==> config.mk <==
export PLATFORM = sky130hd
export DESIGN_NAME = io_key_in_port
export DESIGN_NICKNAME = d
export VERILOG_FILES = /design/src/rtl/io_key_in_port.sv
export SDC_FILE = /design/constraint.sdc
export NUM_CORES = 1
export LEC_CHECK = 0
export CAP_MARGIN = 20
export CORE_ASPECT_RATIO = 0.5
export CORE_MARGIN = 3
export CORE_UTILIZATION = 50
export DETAILED_ROUTE_END_ITERATION = 8
export PLACE_DENSITY = 0.82
export SYNTH_ARGS = -nofsm -noshare
export SYNTH_HDL_FRONTEND = slang
export SYNTH_SLANG_ARGS = --single-unit
==> constraint.sdc <==
create_clock -name clock -period 8.85 [get_ports clock]
set_input_delay 1.77 -clock clock [delete_from_list [all_inputs] [get_ports clock]]
set_output_delay 1.77 -clock clock [all_outputs]
set_load 0.01 [all_outputs]
==> src/rtl/io_key_in_port.sv <==
// io_key_in_port: four active-low push-buttons turned into two wrapping
// operand words plus latched press events, read back over a registered port.
// Each key passes a two-flop synchroniser, a counter-based debouncer and a
// falling-edge detector. Presses step the operands and latch event flags;
// a status read clears the flags.
module io_key_in_port #(
  parameter int OPW             = 5,
  parameter int DEBOUNCE_CYCLES = 16,
  parameter int CNT_W           = 20
) (
  input  logic        clock,
  input  logic        reset,
  input  logic [3:0]  set,
  input  logic        rd_en,
  input  logic [1:0]  rd_addr,
  output logic [31:0] rd_data,
  output logic [31:0] in_port0,
  output logic [31:0] in_port1,
  output logic [3:0]  key_state,
  output logic        event_pending
);

  localparam logic [CNT_W-1:0] CNT_LAST = CNT_W'(DEBOUNCE_CYCLES - 1);

  logic [3:0]       sync_p0;
  logic [3:0]       sync_p1;
  logic [3:0]       deb_p2;
  logic [CNT_W-1:0] cnt_p2 [4];
  logic [OPW-1:0]   op0_p2;
  logic [OPW-1:0]   op1_p2;
  logic [3:0]       flag_p2;

  logic [3:0]       deb_next;
  logic [CNT_W-1:0] cnt_next [4];
  logic [3:0]       press;
  logic [3:0]       flag_next;
  logic             status_rd;

  // Modulo-2^OPW step: inc and dec together cancel out.
  function automatic logic [OPW-1:0] op_step(input logic [OPW-1:0] v,
                                             input logic inc,
                                             input logic dec);
    logic [OPW-1:0] r;
    r = v;
    if (inc && !dec) r = v + OPW'(1);
    else if (dec && !inc) r = v - OPW'(1);
    return r;
  endfunction

  // Zero-extend an operand onto the 32-bit CPU bus.
  function automatic logic [31:0] zext(input logic [OPW-1:0] v);
    return {{(32 - OPW){1'b0}}, v};
  endfunction

  // Read multiplexer over pre-update state.
  function automatic logic [31:0] rd_mux(input logic [1:0]     addr,
                                         input logic [OPW-1:0] o0,
                                         input logic [OPW-1:0] o1,
                                         input logic [3:0]     lvl,
                                         input logic [3:0]     flg);
    logic [31:0] r;
    case (addr)
      2'd0:    r = zext(o0);
      2'd1:    r = zext(o1);
      2'd2:    r = {24'b0, lvl, flg};
      default: r = 32'b0;
    endcase
    return r;
  endfunction

  // ---- stage 0/1: two-flop synchroniser, idle level is 1 ----
  always_ff @(posedge clock or posedge reset) begin
    if (reset) begin
      sync_p0 <= 4'b1111;
      sync_p1 <= 4'b1111;
    end else begin
      sync_p0 <= set;
      sync_p1 <= sync_p0;
    end
  end

  // Debounce decision: accept a change after DEBOUNCE_CYCLES differing samples.
  always_comb begin
    deb_next = deb_p2;
    cnt_next = cnt_p2;
    for (int i = 0; i < 4; i++) begin
      if (sync_p1[i] == deb_p2[i]) begin
        cnt_next[i] = '0;
      end else if (cnt_p2[i] == CNT_LAST) begin
        deb_next[i] = sync_p1[i];
        cnt_next[i] = '0;
      end else begin
        cnt_next[i] = cnt_p2[i] + CNT_W'(1);
      end
    end
  end

  // A press is a debounced 1->0 in this edge; a status read clears old flags
  // but a press landing in the same edge still survives.
  always_comb begin
    press     = deb_p2 & ~deb_next;
    status_rd = rd_en && (rd_addr == 2'd2);
    flag_next = (status_rd ? 4'b0000 : flag_p2) | press;
  end

  // ---- stage 2: debounced levels, counters, operands, flags ----
  always_ff @(posedge clock or posedge reset) begin
    if (reset) begin
      deb_p2  <= 4'b1111;
      for (int i = 0; i < 4; i++) cnt_p2[i] <= '0;
      op0_p2  <= '0;
      op1_p2  <= '0;
      flag_p2 <= 4'b0000;
    end else begin
      deb_p2  <= deb_next;
      for (int i = 0; i < 4; i++) cnt_p2[i] <= cnt_next[i];
      op0_p2  <= op_step(op0_p2, press[0], press[1]);
      op1_p2  <= op_step(op1_p2, press[2], press[3]);
      flag_p2 <= flag_next;
    end
  end

  // ---- read port: registered, holds when idle ----
  always_ff @(posedge clock or posedge reset) begin
    if (reset) begin
      rd_data <= 32'b0;
    end else if (rd_en) begin
      rd_data <= rd_mux(rd_addr, op0_p2, op1_p2, deb_p2, flag_p2);
    end
  end

  assign in_port0      = zext(op0_p2);
  assign in_port1      = zext(op1_p2);
  assign key_state     = deb_p2;
  assign event_pending = |flag_p2;

endmodule
# Word-level counts from Yosys, hierarchy flattened
# Cells that the tools add are included.
[totals]
regBits = 138
output_inout_bits = 101
[op_classes]
bitwise_logic = 3
reduce_logical = 13
eq_ne = 10
mux = 22
addsub = 8
[op_table]
columns = ["op", "n"]
rows = [
  ["$mux W20", 8],
  ["$add A20 B1 Y20 const B", 4],
  ["$eq A20 B4 Y1 const B", 4],
  ["$pmux W8 S3", 1],
  ["$mux W5", 4],
  ["$add A5 B1 Y5 const B", 2],
  ["$sub A5 B1 Y5 const B", 2],
  ["$mux W1", 8],
  ["$logic_and A1 B1 Y1", 5],
  ["$and A4 B4 Y4", 1],
  ["$eq A1 B1 Y1", 4],
  ["$logic_not A1 Y1", 4],
  ["$mux W4", 1],
  ["$not A4 Y4", 1],
  ["$or A4 B4 Y4", 1],
  ["$reduce_bool A2 Y1", 2],
  ["$reduce_or A4 Y1", 1],
  ["$eq A2 B1 Y1 const B", 1],
  ["$eq A2 B2 Y1 const B", 1],
  ["$logic_not A2 Y1", 1],
]

# Logic depth before layout (Yosys ltp)
# Gate-level depths: netlist of the first run.
[depth]
ltp_word = 9
ltp_mapped = 12

# Least setup slack after synthesis of the first run
# Ideal clock, no wire load.
[synth_path]
path_kind = "reg2reg"
start = "register cnt_p2[4] in the netlist's numbering"
end = "register op1_p2[4]"
t_arrival_ps = 2631
stages_incl_launch_ff = 11
path_buffers = 0
setup_time_ps = 146
path_slack_ps = 6072
t_required_ps = 8704
path_cell_list = "dfrtp_1 -> or4_4 -> nor4_1 -> nand2_1 -> ha_1 -> inv_1 -> ha_1 -> nor2b_1 -> o21a_1 -> o211ai_1 -> o311ai_0"
[synth_via]
elab_chain_cells = 8
word_cells_on_any_way = 10
cone_classes = "eq/ne (1); mux (3); bitwise (2); reduce/logical (4)"
[synth_rtl]
columns = ["item", "line", "source"]
rows = [
  ["from (decl)", "28", "logic [CNT_W-1:0] cnt_p2 [4];"],
  ["$eq A20 B4 Y1 (*)", "89", "end else if (cnt_p2[i] == CNT_LAST) begin"],
  ["$mux W1 (*)", "89", ""],
  ["$mux W1 (*)", "87", "if (sync_p1[i] == deb_p2[i]) begin"],
  ["$not A4 Y4 (*)", "101", "press = deb_p2 & ~deb_next;"],
  ["$and A4 B4 Y4 (*)", "101", ""],
  ["$logic_not A1 Y1", "45", "if (inc && !dec) r = v + OPW'(1);"],
  ["$logic_and A1 B1 Y1", "45", ""],
  ["$mux W5 / $reduce_bool A2 Y1 (equally long branches)", "n/a", ""],
  ["to (signal assigned)", "118", "op1_p2 <= op_step(op1_p2, press[2], press[3]);"],
  ["to (decl)", "30", "logic [OPW-1:0] op1_p2;"],
]
# Every way passes the cells marked *; elsewhere a longest branch is shown, timed or not.
# A chain may end at the register's enable or synchronous reset.

# Worst setup path after layout of the first run
[layout_path]
start = "register flag_p2[0]"
end = "output port event_pending"
[layout_via]
elab_chain_cells = 1
[layout_rtl]
columns = ["item", "line", "source"]
rows = [
  ["from (decl)", "31", "logic [3:0] flag_p2;"],
  ["from (signal assigned)", "119", "flag_p2 <= flag_next;"],
  ["$reduce_or A4 Y1", "135", "assign event_pending = |flag_p2;"],
  ["to (decl)", "20", "output logic event_pending"],
]
# Every way passes these cells.

==> metrics.md, run 1 <==
| Metric | Value |
|---|---|
| Count leader, synth | `dfrtp_1` |
| Initial DRC count | `401` |
| Share of total power in the clock network | `53.8%` |
| Die area | `0.0143 sq mm` |
| Fin. Hold Viols | `0` |
| Leak Pwr | `3.15 nW` |
| Hold Path Sink | `sync_p1[2]` |
| Instance area at placement | `0.00657 sq mm` |
| Setup bufs post-CTS | `0` |
| Fin crit share | `40.9%` |
| Seq/Total Area, Yosys | `44.8%` |
| Commonest cells post-synth | `dfrtp_1, nor2_1, buf_4, xnor2_1, nand2_1` |
| Clock Latency Late Sink | `0.41 ns` |
| Worst-case clock buffer depth | `2` |
| Nets | `712` |
| Vias | `4584` |
| Antenna violations before repair | `0` |
| NetSw | `0.000284 W` |
| Die width | `166 microns` |
| Synthesized area per cell | `9.85 sq um` |
| Filler cells | `961` |
| Int Power | `0.00100 W` |
| Hold buffer count at cts | `0` |
| Vias per cell | `5.30` |
| First-pass DRT Iterations | `5` |
| Startpoint types | `register` |
| Synth unique cells | `48` |
| Die Y | `86.0 microns` |
| Worst setup EP type | `output pin` |
| Total Wirelength | `12400 microns` |
| Worst clock skew | `0.0128 ns` |
| Hold path cells | `0` |
| Detailed Place HPWL | `8520 microns` |
| Clock transition at the registers of the reported paths | `0.05 ns` |
| Cell taking the most area after synthesis | `dfrtp_1` |
| Unrepaired setup endpoints after global routing | `false` |
| Worst-path maximum fanout | `3` |
| Worst slew pin tran | `0.950 ns` |
| Syn Std Cell Area | `0.00640 sq mm` |
| ANT nets after route | `0` |
| Worst r2r path cells | `9` |
| MaxCap Viol Count | `0` |
| Most common flop cell mapped by yosys | `dfrtp_1` |
| # port buffers | `31` |
| H-tree levels | `4` |
| First-pass GRT wire length | `20900 microns` |
| Hold_sp | `sync_p0[2]` |
| Core ar. | `0.0122 sq mm` |
| Ranking of synthesized cells by area | `dfrtp_1, buf_4, nor2_1, dfstp_2, xnor2_1` |
| Share of cells above drive strength 1 | `9.43%` |
| Min-Delay Path Class | `register to register` |
| WP data arrival | `1.85 ns` |
| CTS root buf | `clkbuf_16` |
| Worst Path Required | `7.08 ns` |
| Grt total ovfl | `0` |
| CTS buffer count | `17` |
| Number of diodes | `0` |
| Initial core utilization | `52.7%` |
| Final setup vio count | `0` |
| Cell Pwr Density | `179 mW/mm^2` |
| Reg2reg end | `op1_p2[4]` |
| Worst reg2reg startpoint | `cnt_p2[4]` |
| FMAX | `0.276 GHz` |
| Number of synthesized flops with an enable pin | `0` |
| Sequential power share | `42.0%` |
| P&R area growth vs syn | `11.9%` |
| GP Congestion | `0.860` |
| Clk sink count | `114` |
| Post-route cell area | `0.00716 sq mm` |
| Switching Fraction | `22.1%` |
| Logic gate share of total power | `4.3%` |
| Site row count | `28` |
| Crit Path Class | `register to output pin` |
| #FFs+latches synth | `114` |
| Residual DRC | `0` |
| Final worst path period need | `3.62 ns` |
| VDD IR max | `0.143 mV` |
| CTS resizes | `0` |
| R2R Setup Slk | `5.40 ns` |
| Vias in the first global route | `4293` |
| Status | `complete, no violations` |
| Post-synth ARST share | `100%` |
| Mapped Cells | `650` |
| Count of final max-slew check failures | `0` |
| Slew margin rel. | `36.4%` |
| Pin count of the biggest net entering global routing | `62` |
| I/O pins | `110` |
| Synth Warn # | `0` |
| Setup TNS | `0 ns` |
| Wire per inst | `14.4 microns` |
| Total GRT Usage | `17.9%` |
| Area share of the largest cell type after synthesis | `39.9%` |
| CTS tree | `built` |
state kept, by name (all words and copies together), names as in the netlist:
signal	count
op1_p2	5
rd_data	8
key_state	4
op0_p2	5
flag_p2	4
cnt_p2	80
sync_p0	4
sync_p1	4
critical path: stages, from the launching register on:
cell and delay, ns:
dfrtp_1 0.40, or4_1 0.55, clkdlybuf4s50_1 0.50
worst max-delay path by stage:
stage	from	endpoint	slack, ns	depth (start not counted)
floorplan	reset	cnt_p2[0]	4.08	1
finish	flag_p2[0]	event_pending	5.23	2
CTS	flag_p2[0]	event_pending	5.20	2
global route	cnt_p2[4]	op1_p2[4]	5.14	9
global placement	reset	cnt_p2[31]	5.31	3
detailed placement	reset	cnt_p2[31]	5.28	3
cells by family after synthesis:
kind of cell / share of synthesized area [%]
AO/OA/AOI/OAI: 7.42
XOR/XNOR: 8.89
adder cells (fa/ha/maj): 3.36
buffers and inverters: 11.3
flip-flops: 44.8
multiplexers: 2.58
other: 0.0586
AND/OR/NAND/NOR: 21.6
power groups by stage:
stage / sequential (W) / combinational, W / clock [W]
after floorplan: 0.000547 / 0.0000658 / 0
after global placement: 0.000547 / 0.0000535 / 0
after detailed placement: 0.000548 / 0.0000547 / 0
after CTS: 0.000539 / 0.0000552 / 0.000701
after global routing: 0.000540 / 0.0000619 / 0.000726
final: 0.000539 / 0.0000549 / 0.000691
area by class of cell:
cell class	count	area (sq um)	share of cell area [%]
Tap cell	165	206	2.88
Sequential cell	114	2870	40.0
Clock inverter	10	134	1.87
Clock buffer	22	464	6.48
Inverter	18	70.1	0.978
Timing Repair Buffer	32	318	4.44
Multi-Input combinational cell	504	3100	43.3
per-layer routing:
layer	routed length, microns	global-route usage (%)	part of all wire [%]	vias up
met3	815	4.01	6.6	20
met4	232	7.55	1.9	0
li1	-	-	-	2195
met1	5520	23.1	44	2192
met5	0	0	0	-
met2	5850	29.6	47	177
cells in the final DEF, fill, tap and decap left out, types with 13 or more instances in the layout:
master	n
xor2_1	30
inv_1	17
nand2_1	34
nand4_1	18
clkbuf_16	17
nand3_1	25
conb_1	78
a21oi_1	26
o21ai_0	16
ha_1	14
dfrtp_1	102
xnor2_1	35
nor2_1	87
clkdlybuf4s50_1	31
nor4_1	16
and3_1	13
metrics by stage:
stage	std cells	worst slack, ns	hold WS, ns	total power [W]	utilization (%)
final	865	5.23	0.355	0.00129	58.9
after global routing	865	5.14	0.361	0.00133	58.9
after CTS	865	5.20	0.356	0.00130	58.9
after detailed placement	833	5.28	0.348	0.000602	54.0
after global placement	833	5.31	0.346	0.000601	54.0
after floorplan	727	4.08	0.345	0.000612	-
(Power assumes the default switching activity.)
==> run 2, diff against run 1 <==
CORE_UTILIZATION = 49   (was 50)
PLACE_DENSITY = 0.84   (was 0.82)
clock period = 3.17 ns   (was 8.85 ns; I/O delays follow)
==> run 2 against run 1 <==
- non-clock buffer count rose by 3
- sequential cell count is the same
- routed wire length grew 4.8%
- hold slack gained 0.0010 ns
- cell count increased by 0.35%
- final area up 1.3%
- clock-buffer cell count fell by 3
- critical path depth rose by 9
- global-route usage grew 0.88 points
- clock power rose to 3.0 times the previous value
- first-iteration DRC count down 17%
- worst setup slack worse by 5.0 ns
- critical path type is now register to register
==> metrics.md, run 2 (synthesized netlist as in run 1, its figures left out) <==
| Metric | Value |
|---|---|
| Status | `complete, no violations` |
| Count of final max-slew check failures | `0` |
| Die Y | `86.8 microns` |
| CTS root buf | `clkbuf_16` |
| H-tree levels | `4` |
| Startpoint types | `register` |
| Core ar. | `0.0123 sq mm` |
| Worst-path maximum fanout | `7` |
| Cell mode on critical path | `ha_1` |
| First-pass DRT Iterations | `5` |
| Hold_sp | `sync_p0[2]` |
| Clock Latency Late Sink | `0.42 ns` |
| Fin. Hold Viols | `0` |
| Most frequent cells in the layout | `dfrtp_1, nor2_1, conb_1, xnor2_1, nand2_1` |
| Detailed Place HPWL | `8600 microns` |
| Cell Pwr Density | `510 mW/mm^2` |
| First-pass GRT wire length | `22100 microns` |
| VDD IR max | `0.491 mV` |
| # port buffers | `31` |
| Total Wirelength | `13000 microns` |
| Post-route cell area | `0.00726 sq mm` |
| Worst-case clock buffer depth | `2` |
| CTS buffer count | `17` |
| Number of diodes | `0` |
| Crit Path Class | `register to register` |
| GR Util met3 | `6.10%` |
| Vias in the first global route | `4516` |
| Vias per cell | `5.31` |
| CP Cell Sequence | `or4_1, nor2_2, nand4_1, nor2_1, ha_1, inv_2, ha_1, nor2b_1, o21a_1, o211ai_1, o311ai_0` |
| WHS | `0.356 ns` |
| Worst reg2reg startpoint | `cnt_p2[28]` |
| Commonest non-fill, non-tap cell in the layout | `dfrtp_1` |
| Die width | `168 microns` |
| Reg with most FFs | `cnt_p2` |
| CP Launch Point | `cnt_p2[28]` |
| Filler cells | `950` |
| Final setup vio count | `0` |
| Slowest stage cell, crit path | `or4_1` |
| Setup bufs post-CTS | `0` |
| Final worst path period need | `2.98 ns` |
| FMAX | `0.336 GHz` |
| Site row count | `28` |
| Leak Pwr | `3.17 nW` |
| CP peak stage delay | `0.57 ns` |
| ANT nets after route | `0` |
| Pin count of the biggest net entering global routing | `42` |
| Total GRT Usage | `18.8%` |
| Min-Delay Path Class | `register to register` |
| Max reg flops | `80` |
| Vias | `4609` |
| Top Usage Layer GRT | `met2` |
| Residual DRC | `0` |
| Wire per inst | `15.0 microns` |
| Worst Path Required | `3.44 ns` |
| Slew margin rel. | `33.0%` |
| Antenna violations before repair | `0` |
| Instance area at placement | `0.00659 sq mm` |
| Clock transition at the registers of the reported paths | `0.05 ns` |
| Fin crit share | `93.9%` |
| Initial DRC count | `332` |
| Worst clock skew | `0.00753 ns` |
| Worst slew pin tran | `1.00 ns` |
| MaxCap Viol Count | `0` |
| Met1 usage | `23.2%` |
| Largest regs | `cnt_p2: 80 flops, rd_data: 8 flops` |
| GP Congestion | `0.870` |
| I/O pins | `110` |
| Die area | `0.0146 sq mm` |
| WP data arrival | `3.25 ns` |
| Clk sink count | `114` |
| P&R area growth vs syn | `13.3%` |
| CTS tree | `built` |
| Initial core utilization | `52.2%` |
| Met2 Use GR | `31.9%` |
| Worst setup EP type | `register` |
| Nets | `715` |
| Grt total ovfl | `0` |
| Share of cells above drive strength 1 | `11.2%` |
==> run 2: power by group <==
group	leakage, nW	switching, W	internal [W]
Clock	0.293	0.000689	0.00135
Combinational	1.34	0.000115	0.0000415
Sequential	1.53	0.0000212	0.00148
Total	3.17	0.000825	0.00288
==> run 2: metal layers <==
metal,vias up,wire length (microns)
li1,2200,-
met1,2220,5550
met2,174,6370
met3,15,941
met4,0,153
met5,-,0
==> run 2: layout make-up <==
type                    count  area [sq um]  share of cell area, %
clock buffers              19           453                   6.24
multi-input cells         504          3130                   43.2
flip-flops and latches    114          2870                   39.5
well taps                 165           206                   2.84
repair buffers             35           340                   4.69
inverters                  18          71.3                  0.983
clock inverters            13           184                   2.53
==> run 2: worst paths after layout <==
kind                       slack [ns]  cells after the start          to
hold reg to reg                  0.36                      0  sync_p1[2]
hold / removal                   0.36                      0  sync_p1[2]
max in group asynchronous        2.02                      3  sync_p0[3]
setup / recovery                 0.19                     11   op1_p2[4]
setup reg to reg                 0.19                     11   op1_p2[4]
min in group asynchronous        0.62                      2  sync_p0[0]
==> run 2: metrics by stage <==
stage	setup TNS [ns]	util (%)	std cells	setup slack, ns	power (W)
2_1_floorplan	0	-	727	0.392	0.00171
4_1_cts	0	58.9	868	0.0989	0.00372
5_1_grt	-0.00158	59.2	868	-0.00158	0.00382
3_5_place_dp	0	53.7	836	0.187	0.00168
3_3_place_gp	0	53.7	836	0.261	0.00168
6_report	0	59.2	868	0.192	0.00370
==> run 2: critical path: cells and delay by family (launching register included) <==
kind	cells	cell delay, ns
AOI/OAI and AO/OA	3	0.51
adders and majority gates	2	0.58
buffers and inverters	1	0.09
DFF	1	0.44
and+or+nand+nor	5	1.19
==> run 2: repair_timing <==
| action | CTS | global route |
|---|---|---|
| hold endpoints to repair | 0 | 0 |
| setup endpoints to repair | 0 | 2 |
| gates resized for setup | 0 | 8 |
| hold buffers | 0 | 0 |
==> run 3, diff against run 2 <==
CAP_MARGIN = 10   (was 20)
==> results of run 3 <==
The final DEF is identical to that of run 2; final timing and power are the same.
